==> src/rtl/flash_ctrl_pkg.sv <==
// flash_ctrl_pkg: shared types and constants for the SPI flash read path.
// Holds the sequencer state encoding, flash opcodes and the bit length of
// each transaction segment.
`timescale 1ns/1ps
package flash_ctrl_pkg;

    typedef enum logic [2:0] {
        IDLE,
        CMD,
        ADDR,
        DUMMY,
        DATA,
        GAP
    } flash_state_t;

    localparam logic [7:0] FLASH_CMD_READ      = 8'h03;
    localparam logic [7:0] FLASH_CMD_FAST_READ = 8'h0B;

    localparam int unsigned CMD_BITS   = 8;
    localparam int unsigned ADDR_BITS  = 24;
    localparam int unsigned DUMMY_BITS = 8;
    localparam int unsigned DATA_BITS  = 32;

endpackage

==> src/rtl/flash_spi_shifter.sv <==
// flash_spi_shifter: SPI mode-0 bit engine.
// Each bit takes two clk_1x cycles: phase A (sck low, mosi updated) and
// phase B (sck high, miso sampled at the end of the cycle). A segment of
// up to 32 bits is loaded MSB-first; done pulses during phase B of its last
// bit so the next segment can be loaded in that same cycle with no gap.
`timescale 1ns/1ps
module flash_spi_shifter (
    input  logic        clk_1x,
    input  logic        reset_n,
    input  logic        load,
    input  logic [31:0] load_data,
    input  logic [5:0]  load_bits,
    input  logic        miso,
    output logic        sck,
    output logic        mosi,
    output logic        done,
    output logic [31:0] rx_word
);

    logic        active;
    logic        phase_b;
    logic [5:0]  bit_cnt;
    logic [31:0] tx_sh;
    logic [31:0] rx_sh;

    assign sck     = phase_b;
    assign mosi    = tx_sh[31];
    assign done    = active && phase_b && (bit_cnt == 6'd0);
    // rx_word already contains the bit being sampled this cycle, so the
    // owner can capture a complete word on the done strobe.
    assign rx_word = {rx_sh[30:0], miso};

    // Phase toggle, bit counter and shift-out register.
    always_ff @(posedge clk_1x or negedge reset_n) begin
        if (!reset_n) begin
            active  <= 1'b0;
            phase_b <= 1'b0;
            bit_cnt <= 6'd0;
            tx_sh   <= 32'd0;
        end else if (load) begin
            active  <= 1'b1;
            phase_b <= 1'b0;
            bit_cnt <= load_bits - 6'd1;
            tx_sh   <= load_data;
        end else if (active) begin
            if (!phase_b) begin
                phase_b <= 1'b1;
            end else begin
                phase_b <= 1'b0;
                if (bit_cnt == 6'd0) begin
                    active <= 1'b0;
                    tx_sh  <= 32'd0;
                end else begin
                    bit_cnt <= bit_cnt - 6'd1;
                    tx_sh   <= {tx_sh[30:0], 1'b0};
                end
            end
        end
    end

    // Shift-in register: capture miso at the end of every sck-high cycle.
    always_ff @(posedge clk_1x) begin
        if (active && phase_b) begin
            rx_sh <= rx_word;
        end
    end

endmodule

==> src/rtl/flash_read_arbiter.sv <==
// flash_read_arbiter: shares one SPI flash between the CPU (requester 0)
// and the loader DMA (requester 1). Each accepted request becomes one read
// transaction: opcode, 24-bit address, optional dummy byte, 4 data bytes,
// returned as a little-endian 32-bit word.
// Build option: define FLASH_FAST_READ_EN to use opcode 8'h0B with an 8-bit
// dummy phase (16 cycles more latency); otherwise READ_CMD with no dummy.
`timescale 1ns/1ps
module flash_read_arbiter
    import flash_ctrl_pkg::*;
#(
    parameter int unsigned CSN_HIGH_CYCLES = 2,
    parameter logic [7:0]  READ_CMD        = FLASH_CMD_READ
) (
    input  logic        clk_1x,
    input  logic        reset_n,
    input  logic [1:0]  req_valid,
    input  logic [47:0] req_addr,
    output logic [1:0]  req_ready,
    output logic [31:0] rdata,
    output logic [1:0]  rdata_valid,
    output logic        flash_csn,
    output logic        flash_sck,
    output logic        flash_mosi,
    input  logic        flash_miso
);

`ifdef FLASH_FAST_READ_EN
    localparam logic [7:0] OPCODE = FLASH_CMD_FAST_READ;
`else
    localparam logic [7:0] OPCODE = READ_CMD;
`endif

    localparam int unsigned      GAP_W    = (CSN_HIGH_CYCLES > 1) ? $clog2(CSN_HIGH_CYCLES) : 1;
    localparam logic [GAP_W-1:0] GAP_LAST = GAP_W'(CSN_HIGH_CYCLES - 1);

    flash_state_t     state;
    flash_state_t     state_nxt;
    logic             ptr;
    logic             owner;
    logic             grant_idx;
    logic             accept;
    logic [23:0]      addr_q;
    logic [GAP_W-1:0] gap_cnt;

    logic             sh_load;
    logic [31:0]      sh_data;
    logic [5:0]       sh_bits;
    logic             sh_done;
    logic [31:0]      sh_rx;

    // Flash sends byte 0 first; it belongs in the least significant byte.
    function automatic logic [31:0] to_le_word(input logic [31:0] w);
        return {w[7:0], w[15:8], w[23:16], w[31:24]};
    endfunction

    flash_spi_shifter u_shifter (
        .clk_1x    (clk_1x),
        .reset_n   (reset_n),
        .load      (sh_load),
        .load_data (sh_data),
        .load_bits (sh_bits),
        .miso      (flash_miso),
        .sck       (flash_sck),
        .mosi      (flash_mosi),
        .done      (sh_done),
        .rx_word   (sh_rx)
    );

    // State register.
    always_ff @(posedge clk_1x or negedge reset_n) begin
        if (!reset_n) begin
            state <= IDLE;
        end else begin
            state <= state_nxt;
        end
    end

    // Arbitration, next state, and loading of the next segment into the
    // shifter on the cycle the previous one finishes.
    always_comb begin
        state_nxt = state;
        req_ready = 2'b00;
        grant_idx = 1'b0;
        accept    = 1'b0;
        sh_load   = 1'b0;
        sh_data   = 32'd0;
        sh_bits   = 6'd0;
        case (state)
            IDLE: begin
                if (req_valid == 2'b11) begin
                    grant_idx = ptr;
                end else begin
                    grant_idx = req_valid[1];
                end
                if (req_valid != 2'b00) begin
                    accept    = 1'b1;
                    req_ready = grant_idx ? 2'b10 : 2'b01;
                    state_nxt = CMD;
                    sh_load   = 1'b1;
                    sh_data   = {OPCODE, 24'd0};
                    sh_bits   = 6'(CMD_BITS);
                end
            end
            CMD: begin
                if (sh_done) begin
                    state_nxt = ADDR;
                    sh_load   = 1'b1;
                    sh_data   = {addr_q, 8'd0};
                    sh_bits   = 6'(ADDR_BITS);
                end
            end
            ADDR: begin
                if (sh_done) begin
                    sh_load = 1'b1;
`ifdef FLASH_FAST_READ_EN
                    state_nxt = DUMMY;
                    sh_bits   = 6'(DUMMY_BITS);
`else
                    state_nxt = DATA;
                    sh_bits   = 6'(DATA_BITS);
`endif
                end
            end
            DUMMY: begin
                if (sh_done) begin
                    state_nxt = DATA;
                    sh_load   = 1'b1;
                    sh_bits   = 6'(DATA_BITS);
                end
            end
            DATA: begin
                if (sh_done) begin
                    state_nxt = GAP;
                end
            end
            GAP: begin
                if (gap_cnt == GAP_LAST) begin
                    state_nxt = IDLE;
                end
            end
            default: begin
                state_nxt = IDLE;
            end
        endcase
    end

    // Pointer, owner, chip select, gap counter and the returned word.
    always_ff @(posedge clk_1x or negedge reset_n) begin
        if (!reset_n) begin
            ptr         <= 1'b0;
            owner       <= 1'b0;
            flash_csn   <= 1'b1;
            gap_cnt     <= '0;
            rdata       <= 32'd0;
            rdata_valid <= 2'b00;
        end else begin
            rdata_valid <= 2'b00;
            if (accept) begin
                ptr       <= ~grant_idx;
                owner     <= grant_idx;
                flash_csn <= 1'b0;
            end
            if (state == DATA && sh_done) begin
                flash_csn   <= 1'b1;
                rdata       <= to_le_word(sh_rx);
                rdata_valid <= owner ? 2'b10 : 2'b01;
            end
            if (state == GAP) begin
                gap_cnt <= (gap_cnt == GAP_LAST) ? '0 : gap_cnt + 1'b1;
            end
        end
    end

    // Address of the winning requester, held for the whole transaction.
    always_ff @(posedge clk_1x) begin
        if (accept) begin
            addr_q <= grant_idx ? req_addr[47:24] : req_addr[23:0];
        end
    end

endmodule

==> config.mk <==
export PLATFORM = sky130hd
export DESIGN_NAME = flash_read_arbiter
export DESIGN_NICKNAME = d
export VERILOG_FILES = /design/src/rtl/flash_ctrl_pkg.sv /design/src/rtl/flash_spi_shifter.sv /design/src/rtl/flash_read_arbiter.sv
export SDC_FILE = /design/constraint.sdc
export NUM_CORES = 1
export LEC_CHECK = 0
export ABC_AREA = 1
export CAP_MARGIN = 20
export CORE_ASPECT_RATIO = 0.5
export CORE_MARGIN = 1
export CORE_UTILIZATION = 55
export DETAILED_ROUTE_END_ITERATION = 10
export HOLD_SLACK_MARGIN = 0.03
export PLACE_DENSITY_LB_ADDON = 0.2
export SLEW_MARGIN = 20
export SYNTH_ARGS = -nofsm -noshare
export SYNTH_HDL_FRONTEND = slang
export SYNTH_SLANG_ARGS = --single-unit
==> constraint.sdc <==
create_clock -name clk_1x -period 4.6 [get_ports clk_1x]
set_clock_uncertainty 0.2 [all_clocks]
set_input_delay 0.46 -clock clk_1x [delete_from_list [all_inputs] [get_ports clk_1x]]
set_output_delay 0.46 -clock clk_1x [all_outputs]
set_load 0.005 [all_outputs]
## Word-level counts from Yosys, hierarchy flattened

Cells that the tools add are included.

| cells by class | value |
|---|---|
| add/sub/neg operators | 3 |
| $mul | 0 |
| divide/modulo/power cells | 0 |
| order comparisons | 0 |
| equal/unequal tests | 12 |
| shift-type cells | 0 |
| muxes and demuxes | 44 |
| bitwise operators | 1 |
| reductions and logical operators | 14 |

Operators with widths:

| operator | number |
|---|---|
| 32-bit two-way mux | 5 |
| 32-bit one-hot mux with 2 select lines | 1 |
| 6-bit two-way mux | 5 |
| 26-bit two-way mux | 1 |
| 24-bit two-way mux | 1 |
| 6-bit one-hot mux with 3 select lines | 1 |
| 1-bit two-way mux | 16 |
| 3-bit two-way mux | 5 |
| 3-bit one-hot mux with 5 select lines | 1 |
| 6-bit by 1-bit subtractor with 6-bit output (second input constant) | 2 |
| 2-bit two-way mux | 5 |
| 2-bit != test (second input constant) | 5 |
| 2-bit nonzero test | 4 |
| 3-bit by 2-bit equality test with 1-bit output (second input constant) | 2 |
| 3-bit equality test (second input constant) | 2 |
| 6-bit zero test | 1 |
| 5-bit two-way mux | 1 |
| 5-bit AND reduction | 1 |
| 4-bit two-way mux | 1 |
| 3-bit by 1-bit equality test with 1-bit output (second input constant) | 1 |
| 1-bit logical AND | 3 |
| 3-bit zero test | 1 |
| 3-bit AND reduction | 1 |
| 3-bit OR reduction | 1 |
| other kinds (7) | 7 |

| storage, ports and cells | value |
|---|---|
| register bits after elaboration | 136 |
| bits in latches | 0 |
| RAM bits | 0 |
| memory bits (read-only) | 0 |
| input bits | 53 |
| output and inout bits | 39 |
| logic and storage cells | 87 |
| memories | 0 |

## Longest topological paths before layout

| logic depth | value |
|---|---|
| depth in word-level cells | 6 |
| gate-level depth with buffers | 14 |
| gate-level depth less buffers | 14 |

## Hierarchy

Synthesis repeated with hierarchy kept, for this count alone.

| second synthesis, totals | value |
|---|---|
| cells, all modules | 641 |
| area, all modules | 5840.6 um^2 |

By module, submodules not included:

| module | times used | cells each | area an instance (um^2) | sequential area each (um^2) |
|---|---|---|---|---|
| flash_spi_shifter | 1 | 293 | 2924.1 | 1931.9 |
| flash_read_arbiter | 1 | 348 | 2916.5 | 1747.9 |

## Worst setup path before layout

Ideal clock, no wire load.

| timing path | value |
|---|---|
| kind | reg-to-reg |
| start | register u_shifter.phase_b (netlist: u_shifter.sck) |
| end | register u_shifter.bit_cnt[4] |
| setup time | 0.117 ns |
| arrival time | 1.779 ns |
| data required time | 4.283 ns |
| setup slack | 2.504 ns |
| cell stages (with the launch flop) | 13 |
| buffers on the path | 0 |
| period minus slack after synthesis | 2.096 ns |
| path through | dfrtp_1 -> nand2_1 -> inv_2 -> nand3_4 -> nand2_4 -> inv_2 -> nand2_1 -> ha_1 -> nand2_1 -> o21ai_1 -> nand2_1 -> nand2_1 -> nand2_1 |

| on the way | value |
|---|---|
| word-level cells in the longest chain between the ends | 6 |

RTL lines:

| what | line | RTL |
|---|---|---|
| from (decl) | flash_spi_shifter.sv:21 | `logic phase_b;` |
| from (signal assigned) | flash_spi_shifter.sv:37 | `phase_b <= 1'b0;` |
| from (signal assigned) | flash_spi_shifter.sv:42 | `phase_b <= 1'b0;` |
| from (signal assigned) | flash_spi_shifter.sv:47 | `phase_b <= 1'b1;` |
| 1-bit logical AND (2 in series) | flash_spi_shifter.sv:28 | `assign done = active && phase_b && (bit_cnt == 6'd0);` |
| 5-bit two-way mux or 1-bit two-way mux (tied branches) | flash_read_arbiter.sv:105, flash_read_arbiter.sv:113, flash_read_arbiter.sv:125 |  |
| 6-bit one-hot mux with 3 select lines or 1-bit one-hot mux with 2 select lines (tied branches) | flash_read_arbiter.sv:88 | `case (state)` |
| 6-bit by 1-bit subtractor with 6-bit output, or another cell as far along | flash_spi_shifter.sv:43 | `bit_cnt <= load_bits - 6'd1;` |
| 6-bit two-way mux or 3-bit AND reduction (tied branches) | - |  |
| to (signal assigned) | flash_spi_shifter.sv:43 |  |
| to (signal assigned) | flash_spi_shifter.sv:54 | `bit_cnt <= bit_cnt - 6'd1;` |
| to (decl) | flash_spi_shifter.sv:22 | `logic [5:0] bit_cnt;` |

Parallel ways exist; a longest one is shown, timed or not.
A chain may end at the register's enable or synchronous reset.

## Final worst setup path

| timing path | value |
|---|---|
| start | register state[0] |
| end | output req_ready[1] |

| on the way | value |
|---|---|
| word-level cells in the longest chain between the ends | 2 |

RTL lines:

| what | line | RTL |
|---|---|---|
| from (decl) | flash_read_arbiter.sv:36 | `flash_state_t state;` |
| from (signal assigned) | flash_read_arbiter.sv:74 | `state <= state_nxt;` |
| 3-bit zero test | flash_read_arbiter.sv:88 |  |
| 2-bit two-way mux | flash_read_arbiter.sv:88 |  |
| to (decl) | flash_read_arbiter.sv:18 | `output logic [1:0] req_ready,` |

Every way passes these cells.

==> impl_metrics.yaml <==
outcome:
  status: "complete, no violations"
power_and_ir_drop:
  p_sw_share_pct: 18.9
  power_frac_comb_pct: 2.7
  seqPwrFrac_pct: 46.4
  peakVddDrop_uv: 236
  p_leak_nw: 3.08
  powerDensity_nw_per_um2: 377
  clkPwrFrac_pct: 50.9
  p_total_mw: 2.56
  net-switching-power_mw: 0.486
  p_int_mw: 2.08
route:
  via_count: 3389
  drtIter0Drc: 253
  vias_per_cell: 5.09
  postRouteAntennaNets: 0
  drtPass1Iterations: 5
  wl_um: 9390
  wl_per_cell_um: 14.1
  drc: 0
clock_tree:
  root_buffer: "clkbuf_16"
  cts_resized: 0
  cts.path.max_buffers: 2
  insertion_delay_ns: 0.41
  h-tree-depth: 4
  clk_pin_slew_ns: 0.05
  clock-sinks: 128
  cts_tree: "yes"
  cts_made_buffers: 17
critical_path:
  crit_top_cell: "inv_2"
  cp_slowest_stage_delay_ns: 0.59
  required_ns: 3.94
  cp_cell_sequence: "nor2_2, inv_2, nor2_4, nand3_2, inv_2, clkdlybuf4s50_1"
  crit_path_start: "state[0]"
  regToRegStartpoint: "u_shifter.sck"
  end_kind: "output pin"
  r2r-end: "u_shifter.bit_cnt[4]"
  worstPathArrival_ns: 2.80
  cp-start-kind: "register"
  cpMaxStageDelayCell: "clkdlybuf4s50_1"
  rr_worst_depth: 11
  critPathMaxFanout: 27
  worstSetupPathType: "register to output pin"
  ff2ff_setup_slack_ns: 1.91
worst_hold_path:
  hp-class: "register to register"
  whs_path_depth: 1
  min_to: "rdata_valid[0]"
  min-delay-start: "owner"
logic_synthesis:
  syn_area_um2: 5260
  syn_nets: 495
  synth-seq-cells: 128
  yosysWarnings: 0
  synth_area_leader_cell: "dfrtp_1"
  ys_top_cells_by_area: "dfrtp_1, edfxtp_1, nand2_1"
  syn_area_per_cell_um2: 11.9
  yosys.area.top_type_share_pct: 34.2
  synth-seq-area-share_pct: 66.1
  ys_types: 35
  postSynthCellCount: 441
timing:
  fin_crit_sh_pct: 75.2
  finalHoldViolations: 0
  setup_violations: 0
  worst_pin_slew_ns: 0.941
  max_slew_margin_pct: 37.3
  hold_ws_ns: 0.224
  drv_slew: 0
  fin_crit_ns: 3.46
  max_freq_ghz: 0.289
  rsz0062_at_grt: "false"
  tns_ns: 0
final_layout:
  ff_latch_area_um2: 3480
  diodes: 0
  multi_input_area_um2: 1600
  drive_gt1_share_pct: 15.8
  syn_to_final_growth_pct: 29.2
  fill_cells: 614
  final_core_util_pct: 75.7
  postLayoutCellArea_um2: 6800
  final_nets: 590
place:
  place_congestion: 0.774
  dpl_cell_area_um2: 6210
  dp_hpwl_um: 5730
  numPortBuffers: 91
floorplanning:
  dieArea_um2: 9990
  ios: 92
  core-area_um2: 8980
  die_w_um: 140
  die_y_um: 71.2
  start_util_pct: 58.6
  rows: 24
run:
  cap_violations: 0
global_route:
  grt_max_degree: 74
  grt_pass1_vias: 3209
  grt-ovfl-total: 0
  grt_first_pass_wirelength_um: 15800
  grt_usage_pct: 21.3
  grt_antenna_before_repair: 0
==> worst max-delay path by stage <==
stage                                      end  slack (ns)
after floorplan           u_shifter.bit_cnt[4]        2.50
after global placement            req_ready[1]        1.39
after detailed placement          req_ready[1]        1.35
after CTS                         req_ready[1]        1.05
after global routing              req_ready[1]        0.86
final                             req_ready[1]        1.14
==> sequential cells by signal (all words and copies together), names as in the netlist <==
signal,flops
addr_q,24
flash_csn,1
gap_cnt,1
owner,1
ptr,1
rdata,32
rdata_valid,2
state,3
u_shifter.active,1
u_shifter.bit_cnt,6
u_shifter.rx_sh,31
u_shifter.sck,1
u_shifter.tx_sh,24
==> cell type report <==
class | count | share of cell area (%)
sequential | 128 | 51.2
multi-input combinational | 278 | 23.5
timing repair buffer | 93 | 13.6
clock buffer | 20 | 6.42
tap | 117 | 2.15
clock inverter | 12 | 2.10
inverter | 18 | 0.994
==> power groups by stage <==
stage | logic (mW) | registers (mW) | clock network (mW)
floorplan | 0.00952 | 1.21 | 0
global route | 0.0770 | 1.19 | 1.38
CTS | 0.0696 | 1.19 | 1.32
finish | 0.0682 | 1.19 | 1.31
detailed placement | 0.0686 | 1.21 | 0
global placement | 0.0687 | 1.21 | 0
==> synthesized netlist by cell type <==
library cell,instances
mux2_1,7
edfxtp_1,55
nand2_2,2
a32o_1,1
dfrtp_1,72
clkbuf_1,2
nor2_4,3
a31oi_1,23
o22ai_1,1
nor2_2,6
xor2_1,1
nand3_4,1
nand3_2,2
o311ai_0,1
buf_4,3
nand2_4,4
nand2_1,141
o21ai_0,5
a41oi_1,2
nand4_4,1
dfstp_2,1
xnor2_1,1
inv_2,11
a21oi_1,3
o21ai_1,2
mux2_2,5
ha_1,1
buf_2,8
mux2_4,20
nand3_1,6
nor2_1,37
inv_1,7
nor3_1,1
buf_6,4
o21a_1,1
==> logic make-up after synthesis <==
group / synth area share, %
buffers and inverters: 3.47
xor gates and xnor gates: 0.333
muxes: 8.27
DFF: 66.1
AOI/OAI and AO/OA: 4.64
and+or+nand+nor: 16.9
adders and majority gates: 0.238
==> metrics by stage <==
step / cells / worst slack, ns
2_1_floorplan: 441 / 2.50
3_3_place_gp: 633 / 1.39
3_5_place_dp: 633 / 1.35
4_1_cts: 666 / 1.05
5_1_grt: 666 / 0.857
6_report: 666 / 1.14
==> layer usage <==
layer | wire, µm | vias up | share of wire [%] | global-route usage, %
met5 | 0 | - | 0 | 0
met4 | 131 | 0 | 1.4 | 9.28
met3 | 489 | 14 | 5.2 | 7.04
met2 | 4280 | 102 | 46 | 31.9
met1 | 4490 | 1591 | 48 | 28.8
li1 | - | 1682 | - | -
==> cell usage in the layout, fill, tap and decap left out, types with 6 or more instances in the layout <==
master	synthesis	final
clkinv_2	0	7
inv_2	11	11
dfrtp_1	72	72
nand2_1	141	141
nor2_2	6	6
clkdlybuf4s50_1	0	90
inv_1	7	7
nand3_1	6	6
nor2_1	37	37
mux2_1	7	7
a31oi_1	23	23
clkbuf_16	0	17
edfxtp_1	55	55
mux2_4	20	20
==> repair_timing <==
action | 4_1_cts | 5_1_grt
setup buffers | 0 | 0
hold endpoints to repair | 38 | 0
hold buffers | 1 | 0
==> critical path: cells and delay by family (launching register included) <==
family,cells,cell delay [ns]
buffers and inverters,3,1.20
flip-flops,1,0.41
AND/OR/NAND/NOR,3,0.75
Power figures use the tool's default switching activity.
